--- src/rtl/flit_input_route_buffer_pkg.sv ---
// Shared types for the input route buffer: flit type encoding, FSM states
// and the type-field position helper.
package flit_input_route_buffer_pkg;

   typedef enum logic [1:0] {
      FT_INVALID = 2'b00,
      FT_HEAD    = 2'b01,
      FT_BODY    = 2'b10,
      FT_TAIL    = 2'b11
   } flit_type_t;

   typedef enum logic {
      ST_IDLE,
      ST_IN_PACKET
   } rb_state_t;

   localparam int unsigned FT_BITS = 2;

   // Type field occupies the top bits of every flit.
   function automatic int unsigned type_lsb(input int unsigned data_width,
                                            input int unsigned type_width);
      return data_width - type_width;
   endfunction

endpackage

--- src/rtl/flit_input_route_buffer_if.sv ---
// Link bundle between an upstream/downstream agent (master) and the
// input route buffer (slave).
interface flit_input_route_buffer_if #(
   parameter int unsigned DATA_WIDTH = 32,
   parameter int unsigned TYPE_WIDTH = 2,
   parameter int unsigned PORT_BITS  = 3
);
   logic [DATA_WIDTH-1:0] data_in;
   logic                  data_in_valid;
   logic                  data_in_ready;
   logic [DATA_WIDTH-1:0] data_out;
   logic [TYPE_WIDTH-1:0] flitType;
   logic                  updateHeadFlit;
   logic [DATA_WIDTH-1:0] newHeadFlit;
   logic [PORT_BITS-1:0]  route_port;
   logic                  data_out_valid;
   logic                  data_out_ready;
   logic                  proto_error;

   modport master (
      output data_in, data_in_valid, data_out_ready,
      input  data_in_ready, data_out, flitType, updateHeadFlit, newHeadFlit,
             route_port, data_out_valid, proto_error
   );

   modport slave (
      input  data_in, data_in_valid, data_out_ready,
      output data_in_ready, data_out, flitType, updateHeadFlit, newHeadFlit,
             route_port, data_out_valid, proto_error
   );
endinterface

--- src/rtl/flit_input_route_buffer_fifo.sv ---
// Synchronous FIFO with registered storage; a write in cycle N appears on
// rd_data in cycle N+1. Pointers carry one extra wrap bit.
module flit_fifo #(
   parameter int unsigned DATA_WIDTH = 32,
   parameter int unsigned FIFO_DEPTH = 4
) (
   input  logic                  clk,
   input  logic                  rst,
   input  logic [DATA_WIDTH-1:0] wr_data,
   input  logic                  wr_en,
   output logic                  full,
   output logic [DATA_WIDTH-1:0] rd_data,
   input  logic                  rd_en,
   output logic                  empty
);
   localparam int unsigned AW = $clog2(FIFO_DEPTH);
   localparam logic [AW:0] PTR_ONE = {{AW{1'b0}}, 1'b1};

   logic [AW:0]           wr_ptr_q, wr_ptr_d;
   logic [AW:0]           rd_ptr_q, rd_ptr_d;
   logic [DATA_WIDTH-1:0] mem_q [FIFO_DEPTH];
   logic                  do_wr, do_rd;

   always_comb begin
      full     = (wr_ptr_q[AW] != rd_ptr_q[AW]) &&
                 (wr_ptr_q[AW-1:0] == rd_ptr_q[AW-1:0]);
      empty    = (wr_ptr_q == rd_ptr_q);
      do_wr    = wr_en && !full;
      do_rd    = rd_en && !empty;
      wr_ptr_d = do_wr ? wr_ptr_q + PTR_ONE : wr_ptr_q;
      rd_ptr_d = do_rd ? rd_ptr_q + PTR_ONE : rd_ptr_q;
   end

   assign rd_data = mem_q[rd_ptr_q[AW-1:0]];

   always_ff @(posedge clk or posedge rst) begin
      if (rst) begin
         wr_ptr_q <= '0;
         rd_ptr_q <= '0;
         for (int unsigned i = 0; i < FIFO_DEPTH; i++) mem_q[i] <= '0;
      end else begin
         wr_ptr_q <= wr_ptr_d;
         rd_ptr_q <= rd_ptr_d;
         if (do_wr) mem_q[wr_ptr_q[AW-1:0]] <= wr_data;
      end
   end
endmodule

--- src/rtl/flit_input_route_buffer.sv ---
// Input-port flit buffer: queues flits, extracts the next-hop port from each
// head flit, holds it until the tail and drops flits that break framing.
module flit_input_route_buffer
   import flit_input_route_buffer_pkg::*;
#(
   parameter int unsigned DATA_WIDTH  = 32,
   parameter int unsigned TYPE_WIDTH  = 2,
   parameter int unsigned FIFO_DEPTH  = 4,
   parameter int unsigned ROUTE_WIDTH = 12,
   parameter int unsigned PORT_BITS   = 3,
   parameter bit          UPDATE_EN   = 1'b1
) (
   input  logic                      clk,
   input  logic                      rst,
   flit_input_route_buffer_if.slave  link
);
   localparam int unsigned TYPE_LSB = type_lsb(DATA_WIDTH, TYPE_WIDTH);

   rb_state_t             state_q, state_d;
   logic [PORT_BITS-1:0]  route_q, route_d;

   logic [DATA_WIDTH-1:0] head;
   logic [TYPE_WIDTH-1:0] type_field;
   flit_type_t            head_type;
   logic [PORT_BITS-1:0]  head_port;
   logic [DATA_WIDTH-1:0] new_head;
   logic                  fifo_full, fifo_empty, fifo_rd;
   logic                  is_head, drop, out_valid, read_hs, proto_err;

   flit_fifo #(
      .DATA_WIDTH (DATA_WIDTH),
      .FIFO_DEPTH (FIFO_DEPTH)
   ) u_fifo (
      .clk     (clk),
      .rst     (rst),
      .wr_data (link.data_in),
      .wr_en   (link.data_in_valid),
      .full    (fifo_full),
      .rd_data (head),
      .rd_en   (fifo_rd),
      .empty   (fifo_empty)
   );

   always_comb begin
      type_field = head[TYPE_LSB +: TYPE_WIDTH];
      head_type  = flit_type_t'(type_field[FT_BITS-1:0]);
      head_port  = head[PORT_BITS-1:0];

      new_head                    = head;
      new_head[ROUTE_WIDTH-1:0]   = {{PORT_BITS{1'b0}}, head[ROUTE_WIDTH-1:PORT_BITS]};

      is_head   = !fifo_empty && (head_type == FT_HEAD);
      // Orphan body/tail flits outside a packet and INVALID flits anywhere
      // are popped without a downstream handshake.
      drop      = !fifo_empty && ((head_type == FT_INVALID) ||
                                  ((state_q == ST_IDLE) && (head_type != FT_HEAD)));
      out_valid = !fifo_empty && !drop;
      read_hs   = out_valid && link.data_out_ready;
      fifo_rd   = read_hs || drop;

      state_d   = state_q;
      route_d   = route_q;
      proto_err = drop;

      if (read_hs) begin
         case (head_type)
            FT_HEAD: begin
               route_d = head_port;
               state_d = ST_IN_PACKET;
               // A head inside an open packet restarts it; flagged once, on its read.
               if (state_q == ST_IN_PACKET) proto_err = 1'b1;
            end
            FT_TAIL: state_d = ST_IDLE;
            default: ;
         endcase
      end
   end

   always_ff @(posedge clk or posedge rst) begin
      if (rst) begin
         state_q <= ST_IDLE;
         route_q <= '0;
      end else begin
         state_q <= state_d;
         route_q <= route_d;
      end
   end

   // A waiting head always advertises its own port so the allocator sees
   // the new route before the handshake that latches it.
   assign link.route_port     = is_head ? head_port : route_q;
   assign link.data_in_ready  = !fifo_full;
   assign link.data_out       = head;
   assign link.flitType       = type_field;
   assign link.newHeadFlit    = new_head;
   assign link.updateHeadFlit = UPDATE_EN && is_head;
   assign link.data_out_valid = out_valid;
   assign link.proto_error    = proto_err;
endmodule

--- src/flat_wrapper.sv ---
// flat-port wrapper written by rule: the top's interface ports become plain ports
module flit_input_route_buffer_flat import flit_input_route_buffer_pkg::*;
#(
   parameter int unsigned DATA_WIDTH  = 32,
   parameter int unsigned TYPE_WIDTH  = 2,
   parameter int unsigned FIFO_DEPTH  = 4,
   parameter int unsigned ROUTE_WIDTH = 12,
   parameter int unsigned PORT_BITS   = 3,
   parameter bit          UPDATE_EN   = 1'b1
)
  (clk, rst, link_data_in, link_data_in_valid, link_data_out_ready, link_data_in_ready, link_data_out, link_flitType, link_updateHeadFlit, link_newHeadFlit, link_route_port, link_data_out_valid, link_proto_error);
  flit_input_route_buffer_if #(.DATA_WIDTH(DATA_WIDTH), .TYPE_WIDTH(TYPE_WIDTH), .PORT_BITS(PORT_BITS)) link_i ();
  input  logic clk;
  input  logic rst;
  input wire logic [$bits(link_i.data_in)-1:0] link_data_in;
  input wire logic [$bits(link_i.data_in_valid)-1:0] link_data_in_valid;
  input wire logic [$bits(link_i.data_out_ready)-1:0] link_data_out_ready;
  output wire logic [$bits(link_i.data_in_ready)-1:0] link_data_in_ready;
  output wire logic [$bits(link_i.data_out)-1:0] link_data_out;
  output wire logic [$bits(link_i.flitType)-1:0] link_flitType;
  output wire logic [$bits(link_i.updateHeadFlit)-1:0] link_updateHeadFlit;
  output wire logic [$bits(link_i.newHeadFlit)-1:0] link_newHeadFlit;
  output wire logic [$bits(link_i.route_port)-1:0] link_route_port;
  output wire logic [$bits(link_i.data_out_valid)-1:0] link_data_out_valid;
  output wire logic [$bits(link_i.proto_error)-1:0] link_proto_error;
  assign link_i.data_in = link_data_in;
  assign link_i.data_in_valid = link_data_in_valid;
  assign link_i.data_out_ready = link_data_out_ready;
  assign link_data_in_ready = link_i.data_in_ready;
  assign link_data_out = link_i.data_out;
  assign link_flitType = link_i.flitType;
  assign link_updateHeadFlit = link_i.updateHeadFlit;
  assign link_newHeadFlit = link_i.newHeadFlit;
  assign link_route_port = link_i.route_port;
  assign link_data_out_valid = link_i.data_out_valid;
  assign link_proto_error = link_i.proto_error;
  flit_input_route_buffer #(.DATA_WIDTH(DATA_WIDTH), .TYPE_WIDTH(TYPE_WIDTH), .FIFO_DEPTH(FIFO_DEPTH), .ROUTE_WIDTH(ROUTE_WIDTH), .PORT_BITS(PORT_BITS), .UPDATE_EN(UPDATE_EN)) u_core (.clk(clk), .rst(rst), .link(link_i));
endmodule
--- config.mk ---
export PLATFORM = sky130hd
export DESIGN_NAME = flit_input_route_buffer_flat
export DESIGN_NICKNAME = d
export VERILOG_FILES = /design/src/rtl/flit_input_route_buffer_pkg.sv /design/src/rtl/flit_input_route_buffer_if.sv /design/src/rtl/flit_input_route_buffer_fifo.sv /design/src/rtl/flit_input_route_buffer.sv /design/src/flat_wrapper.sv
export SDC_FILE = /design/constraint.sdc
export NUM_CORES = 1
export LEC_CHECK = 0
export ABC_AREA = 1
export CAP_MARGIN = 20
export CORE_MARGIN = 3
export CORE_UTILIZATION = 58
export DETAILED_ROUTE_END_ITERATION = 8
export PLACE_DENSITY = 0.95
export SYNTH_ARGS = -nofsm -noshare
export SYNTH_HDL_FRONTEND = slang
export SYNTH_SLANG_ARGS = --single-unit
--- constraint.sdc ---
create_clock -name clk -period 9.87 [get_ports clk]
set_input_delay 1.4805 -clock clk [delete_from_list [all_inputs] [get_ports clk]]
set_output_delay 1.4805 -clock clk [all_outputs]
set_load 0.01 [all_outputs]
==> out/results.tsv, run 1 <==
stage	metric	value	unit
run_status	outcome	complete, no violations	
synthesis	cells after synthesis	749	
floorplan	FP Rows	38	
placed_design	hpwl dp	8.75	mm
clocking	Clk Tree Root Cell	clkbuf_16	
worst_setup_path	CP Launch Type	flip-flop	
synthesis	Cell variety after synth	30	
clocking	CTS tree	built	
worst_setup_path	Worst EP arrival	3.22	ns
floorplan	die area	12900	um2
pwr	Max VDD drop	412	uV
finish	Layout Nets	839	
sta	worst-margin pin slew	1.04	ns
clocking	Num CTS Buffers	17	
routing	Initial DRT Pass Iterations	5	
pwr	PwrDens	434	nW/um2
worst_setup_path	Critical Path Fanout Max	36	
worst_hold_path	Min-Delay Path Class	flip-flop to flip-flop	
global_route	largest net degree at the start of global routing	83	
sta	final worst clock skew	0.00654	ns
clocking	Post-CTS Setup Bufs	0	
finish	final core utilization	0.731	
sta	setup TNS	0	ns
floorplan	Die W	114	um
finish	Area Overhead vs Synth	20.2	%
synthesis	Synth Register Bits	138	
finish	commonest non-fill, non-tap cell in the layout	dfrtp_1	
routing	Routed WL per cell	16.7	um
routing	via count	5397	
routing	vias per inst	5.68	
global_route	Congestion Overflow GR	0	
sta	Final Hold Viols	0	
placed_design	GP Congestion	0.796	
floorplan	Placeable Area	11100	um2
routing	post-route ant nets	0	
floorplan	Initial Util	0.608	
finish	number of diodes	0	
clocking	CTS Hold Bufs	0	
sta	RSZ-0062 raised after global routing	no	
synthesis	syn avg cell area	9.00	um2
synthesis	Seq/Total Area, Yosys	0.512	
global_route	initial antenna violation count	0	
clocking	Clock Sinks	138	
clocking	H-tree Lvls	4	
routing	drt total wl	15.8	mm
routing	DRC	0	
clocking	Skew-Pair Late Insertion Delay	0.42	ns
sta	Pins Over Slew Limit	0	
floorplan	num ports	109	
sta	headroom to the max-slew limit	0.305	
global_route	first-pass GRT wire length	26.2	mm
sta	period utilization	0.476	
floorplan	Chip Height	114	um
routing	initial DRC count	511	
worst_setup_path	endpoint type of the worst setup path	primary output	
worst_setup_path	Crit path required time	8.39	ns
sta	Setup-failing EPs final	0	
finish	most frequent cells in the layout	dfrtp_1, nand2_1, clkdlybuf4s50_1	
clocking	Post-CTS Resized	0	
clocking	Clk pin slew, worst setup/hold paths	0.06	ns
synthesis	Synth Warn #	0	
global_route	vias in the first global route	5300	
finish	ratio of cells with drive above 1 in the final layout	0.139	
pwr	P_leak	3.73	nW
global_route	Total GRT Usage	0.254	
sta	highest clock rate	0.213	GHz
placed_design	Port-buffer cells	105	
worst_setup_path	crit path kind	flip-flop to primary output	
synthesis	mapped cell area	6740	um2
sta	fin crit period	4.70	ns
clocking	clk buf depth	2	
job	Max Cap Viol	0	
sta	Hold Slack	0.486	ns
## stage by stage
stage,std cells,setup WS [ns],instance area [um2],power (mW)
finish,951,5.17,8100,3.52
global route,951,5.03,8100,3.75
CTS,951,5.19,8100,3.53
detailed placement,919,5.62,7460,2.79
global placement,918,5.62,7430,2.72
floorplan,751,4.69,6750,2.22
## flip-flops by register name, summed over array words and instances, names as in the netlist
signal and cells:
u_core.state_q 1, u_core.route_q 3, u_core.u_fifo.wr_ptr_q 3, u_core.u_fifo.mem_q 128
u_core.u_fifo.rd_ptr_q 3
## Yosys cell counts
cell type,instances,share of area
buf_8,1,0.0022
nand2_2,30,0.028
o21ai_1,99,0.074
buf_6,3,0.0050
buf_12,3,0.0089
a21oi_1,2,0.0015
inv_2,2,0.0011
buf_2,14,0.010
buf_4,45,0.050
o21ai_0,59,0.044
inv_1,46,0.026
nor2_1,67,0.037
conb_1,1,0.00056
buf_1,1,0.00056
xnor2_1,3,0.0039
nor2_8,1,0.0030
ha_1,5,0.0093
o21ai_2,33,0.043
o22ai_1,27,0.025
xnor2_2,1,0.0024
nand2_1,128,0.071
nand3_1,12,0.0089
dfrtp_1,138,0.51
clkbuf_1,14,0.0078
xor2_1,2,0.0026
nand4_1,1,0.00093
a21oi_2,1,0.0013
nand2_4,2,0.0033
o21a_1,3,0.0033
nand3_4,5,0.013
## worst max-delay path, cell delays in order, from the launching register on
cell             delay, ns
dfrtp_1               0.36
buf_4                 0.26
inv_1                 0.80
nand3_1               0.27
nand2_2               0.18
nand2_4               0.09
nor2_8                0.18
nand3_1               0.08
nand2_1               0.06
clkdlybuf4s50_1       0.53
## layout make-up
type / instances / area (um2)
Inverter: 48 / 185
Clock inverter: 14 / 208
Fill cell: 763 / 2980
Clock buffer: 18 / 439
Sequential cell: 138 / 3450
Timing Repair Buffer: 109 / 1100
Multi-Input combinational cell: 484 / 2540
Tap cell: 140 / 175
## worst paths after layout
check                                                        end  slack [ns]                                   from  depth (start not counted)
setup / recovery                                link_proto_error        5.17  u_core.u_fifo.rd_ptr_q[1]$_DFFE_PP0P_                          9
hold / removal               u_core.u_fifo.mem_q[81]$_DFFE_PP0P_        0.49    u_core.u_fifo.mem_q[81]$_DFFE_PP0P_                          2
setup reg to reg            u_core.u_fifo.mem_q[127]$_DFFE_PP0P_        7.23  u_core.u_fifo.rd_ptr_q[0]$_DFFE_PP0P_                          5
hold reg to reg              u_core.u_fifo.mem_q[81]$_DFFE_PP0P_        0.49    u_core.u_fifo.mem_q[81]$_DFFE_PP0P_                          2
max in group asynchronous   u_core.u_fifo.mem_q[105]$_DFFE_PP0P_        6.98                                    rst                          3
min in group asynchronous  u_core.u_fifo.wr_ptr_q[0]$_DFFE_PP0P_        1.49                                    rst                          2
## cells by family after synthesis
group           share of synthesized area
other cells                      0.000556
simple gates                        0.166
buf+inv                             0.112
flops                               0.512
compound gates                      0.191
fa+ha+maj                         0.00928
xor+xnor                          0.00891
## power by group
| part | switching, mW | internal [mW] | leakage (nW) | total [mW] |
|---|---|---|---|---|
| Combinational | 0.997 | 0.839 | 1.69 | 1.84 |
| Sequential | 0.158 | 0.832 | 1.73 | 0.990 |
| Clock | 0.258 | 0.436 | 0.310 | 0.693 |
| Total | 1.41 | 2.11 | 3.73 | 3.52 |
## routing by layer
metal | global-route usage | up-vias | wire length, um
li1 | - | 2528 | -
met2 | 0.433 | 227 | 8090
met4 | 0.0728 | 0 | 220
met1 | 0.330 | 2618 | 6490
met5 | 0 | - | 0
met3 | 0.0552 | 24 | 1040
(Power assumes the default switching activity.)
==> run 2, diff against run 1 <==
--- a/config.mk
+++ b/config.mk
@@ -8,9 +8,9 @@
 export ABC_AREA = 1
 export CAP_MARGIN = 20
 export CORE_MARGIN = 3
-export CORE_UTILIZATION = 58
+export CORE_UTILIZATION = 49
 export DETAILED_ROUTE_END_ITERATION = 8
-export PLACE_DENSITY = 0.95
+export PLACE_DENSITY = 0.88
 export SYNTH_ARGS = -nofsm -noshare
 export SYNTH_HDL_FRONTEND = slang
 export SYNTH_SLANG_ARGS = --single-unit
==> constraint.sdc (replaced) <==
create_clock -name clk -period 4.1 [get_ports clk]
set_input_delay 0.615 -clock clk [delete_from_list [all_inputs] [get_ports clk]]
set_output_delay 0.615 -clock clk [all_outputs]
set_load 0.01 [all_outputs]
==> run 2 against run 1 <==
Largest power group unchanged. First-iteration DRC count is 37% lower. Combinational power is 140% higher. Die area is 17% higher. Clock-buffer cell count is 12 higher. Non-clock buffer count is 5 higher. Worst setup slack worse by 4.4 ns. Sequential cell count stayed put. Largest cell class unchanged. Critical path depth is 4 lower.
==> out/results.tsv, run 2 (synthesis results as in run 1) <==
stage	metric	value	unit
run_status	outcome	complete, no violations	
clocking	Skew-Pair Late Insertion Delay	0.42	ns
global_route	largest net degree at the start of global routing	73	
routing	DRC	0	
worst_setup_path	Worst EP arrival	2.76	ns
placed_design	Port-buffer cells	105	
clocking	Post-CTS Setup Bufs	0	
global_route	first-pass GRT wire length	24.4	mm
worst_setup_path	Reg-to-Reg End	u_core.u_fifo.mem_q[14]$_DFFE_PP0P_	
finish	Layout Nets	844	
worst_setup_path	Critical Path Fanout Max	39	
finish	Area Overhead vs Synth	19.9	%
pwr	sw frac	0.395	
worst_hold_path	HP Start	u_core.route_q[0]$_DFFE_PP0P_	
global_route	met3 GRT Util	0.0517	
pwr	Sw Pwr	3.20	mW
worst_setup_path	Reg2Reg Depth	7	
worst_setup_path	crit path kind	flip-flop to primary output	
finish	ratio of cells with drive above 1 in the final layout	0.135	
finish	commonest non-fill, non-tap cell in the layout	dfrtp_1	
sta	RSZ-0062 raised after global routing	no	
sta	Worst Setup Slack, final	0.723	ns
finish	largest reg by FF count	u_core.u_fifo.mem_q	
pwr	Reg power frac	0.293	
worst_setup_path	r2r setup slk	1.82	ns
sta	headroom to the max-slew limit	0.474	
pwr	Max VDD drop	477	uV
finish	number of diodes	0	
floorplan	Chip Height	123	um
routing	initial DRC count	324	
worst_setup_path	CP Launch Type	flip-flop	
pwr	Comb power frac	0.536	
pwr	PwrDens	1000	nW/um2
worst_setup_path	Crit path required time	3.48	ns
worst_hold_path	Min-Delay Path Class	flip-flop to flip-flop	
placed_design	post-place setup slack	1.13	ns
routing	post-route ant nets	0	
clocking	CTS Hold Bufs	0	
sta	setup TNS	0	ns
clocking	Clk Tree Root Cell	clkbuf_16	
global_route	busiest metal layer after global routing	met2	
sta	Setup-failing EPs final	0	
job	Max Cap Viol	0	
global_route	GR Layer Usage met2	0.336	
floorplan	Die W	123	um
pwr	Clk network pwr share	0.171	
clocking	Post-CTS Resized	0	
floorplan	Initial Util	0.505	
global_route	Total GRT Usage	0.206	
sta	Pins Over Slew Limit	0	
finish	max reg flops	128	
global_route	initial antenna violation count	0	
global_route	vias in the first global route	4964	
pwr	cell internal pwr	4.90	mW
worst_setup_path	Slowest-stage cell, CP	clkdlybuf4s50_1	
worst_setup_path	RR Startpoint	u_core.u_fifo.rd_ptr_q[1]$_DFFE_PP0P_	
pwr	P_leak	3.70	nW
clocking	Clock Sinks	138	
worst_setup_path	Crit path max-delay family	buffers and inverters	
worst_hold_path	hold depth	2	
global_route	met1 Usage GRT	0.268	
sta	period utilization	0.824	
floorplan	Placeable Area	13300	um2
routing	Routed WL per cell	14.8	um
sta	worst-margin pin slew	0.788	ns
routing	via count	5233	
routing	Initial DRT Pass Iterations	5	
sta	Final Hold Viols	0	
routing	drt total wl	14.7	mm
routing	vias per inst	5.28	
floorplan	num ports	109	
worst_setup_path	cells along the critical path	inv_2 > buf_4 > o21ai_0 > o22ai_1 > clkdlybuf4s50_1	
sta	final worst clock skew	0.00533	ns
global_route	Congestion Overflow GR	0	
floorplan	FP Rows	42	
placed_design	hpwl dp	8.98	mm
clocking	H-tree Lvls	4	
worst_setup_path	max incr delay on CP	0.60	ns
worst_setup_path	endpoint type of the worst setup path	primary output	
clocking	Num CTS Buffers	17	
sta	fin crit period	3.38	ns
clocking	Clk pin slew, worst setup/hold paths	0.05	ns
clocking	CTS tree	built	
finish	most frequent cells in the layout	dfrtp_1, nand2_1, clkdlybuf4s50_1	
worst_hold_path	sink of the worst hold path	u_core.route_q[0]$_DFFE_PP0P_	
finish	final core utilization	0.605	
placed_design	GP Congestion	0.761	
floorplan	die area	15200	um2
worst_setup_path	CP bufs+invs	3	
clocking	clk buf depth	2	
sta	highest clock rate	0.296	GHz
-- run 2: cell types whose count changed in the layout (fill, tap and decap cells not counted), sizes merged --
cell,delta
inv,-6
clkinv,-2
clkbuf,+12
buf,+5
bufinv,-4
clkinvlp,-1
-- run 2: worst reg2reg max path, stage by stage, from the launching register on --
cell and delay [ns]:
dfrtp_1 0.36, buf_4 0.39, xnor2_2 0.16, nand3_4 0.18, nand3_4 0.46, buf_12 0.40
buf_4 0.18, o21ai_2 0.09
-- run 2: cell type report --
type | count | area [um2]
clock inverter | 1 | 5.00
fill | 1174 | 5270
inverter | 48 | 184
multi-input combinational | 484 | 2540
clock buffer | 30 | 534
tap | 176 | 220
timing repair buffer | 114 | 1140
sequential | 138 | 3450
-- run 2: how the worst max path moves through the flow --
stage / startpoint / cells past startpoint / slack (ns) / endpoint
2_1_floorplan: rst / 1 / 1.76 / u_core.route_q[0]$_DFFE_PP0P_
4_1_cts: u_core.u_fifo.rd_ptr_q[0]$_DFFE_PP0P_ / 5 / 0.67 / link_data_out[29]
5_1_grt: u_core.u_fifo.rd_ptr_q[0]$_DFFE_PP0P_ / 5 / 0.54 / link_newHeadFlit[15]
3_5_place_dp: u_core.u_fifo.rd_ptr_q[0]$_DFFE_PP0P_ / 5 / 1.13 / link_data_out[29]
6_report: u_core.u_fifo.rd_ptr_q[0]$_DFFE_PP0P_ / 5 / 0.72 / link_data_out[29]
3_3_place_gp: u_core.u_fifo.rd_ptr_q[0]$_DFFE_PP0P_ / 5 / 1.18 / link_newHeadFlit[29]
-- run 2: per-stage QoR --
step,std cells,hold WS [ns],power [mW],area [um2]
2_1_floorplan,751,0.454,5.36,6750
4_1_cts,990,0.483,8.17,8060
3_3_place_gp,959,0.465,6.60,7520
6_report,991,0.481,8.10,8080
3_5_place_dp,959,0.468,6.73,7520
5_1_grt,991,0.505,8.74,8080
-- run 2: metal layers --
layer,wire (um),part of all wire
met5,0,0
met4,222,0.015
met3,872,0.059
met2,7210,0.49
met1,6410,0.44
-- run 2: power groups by stage --
stage                     registers [mW]  logic (mW)  clock network [mW]
after floorplan                     2.28        3.07                   0
after global placement              2.35        4.25                   0
after detailed placement            2.38        4.36                   0
after CTS                           2.37        4.38                1.42
after global routing                2.45        4.81                1.48
final                               2.37        4.34                1.39
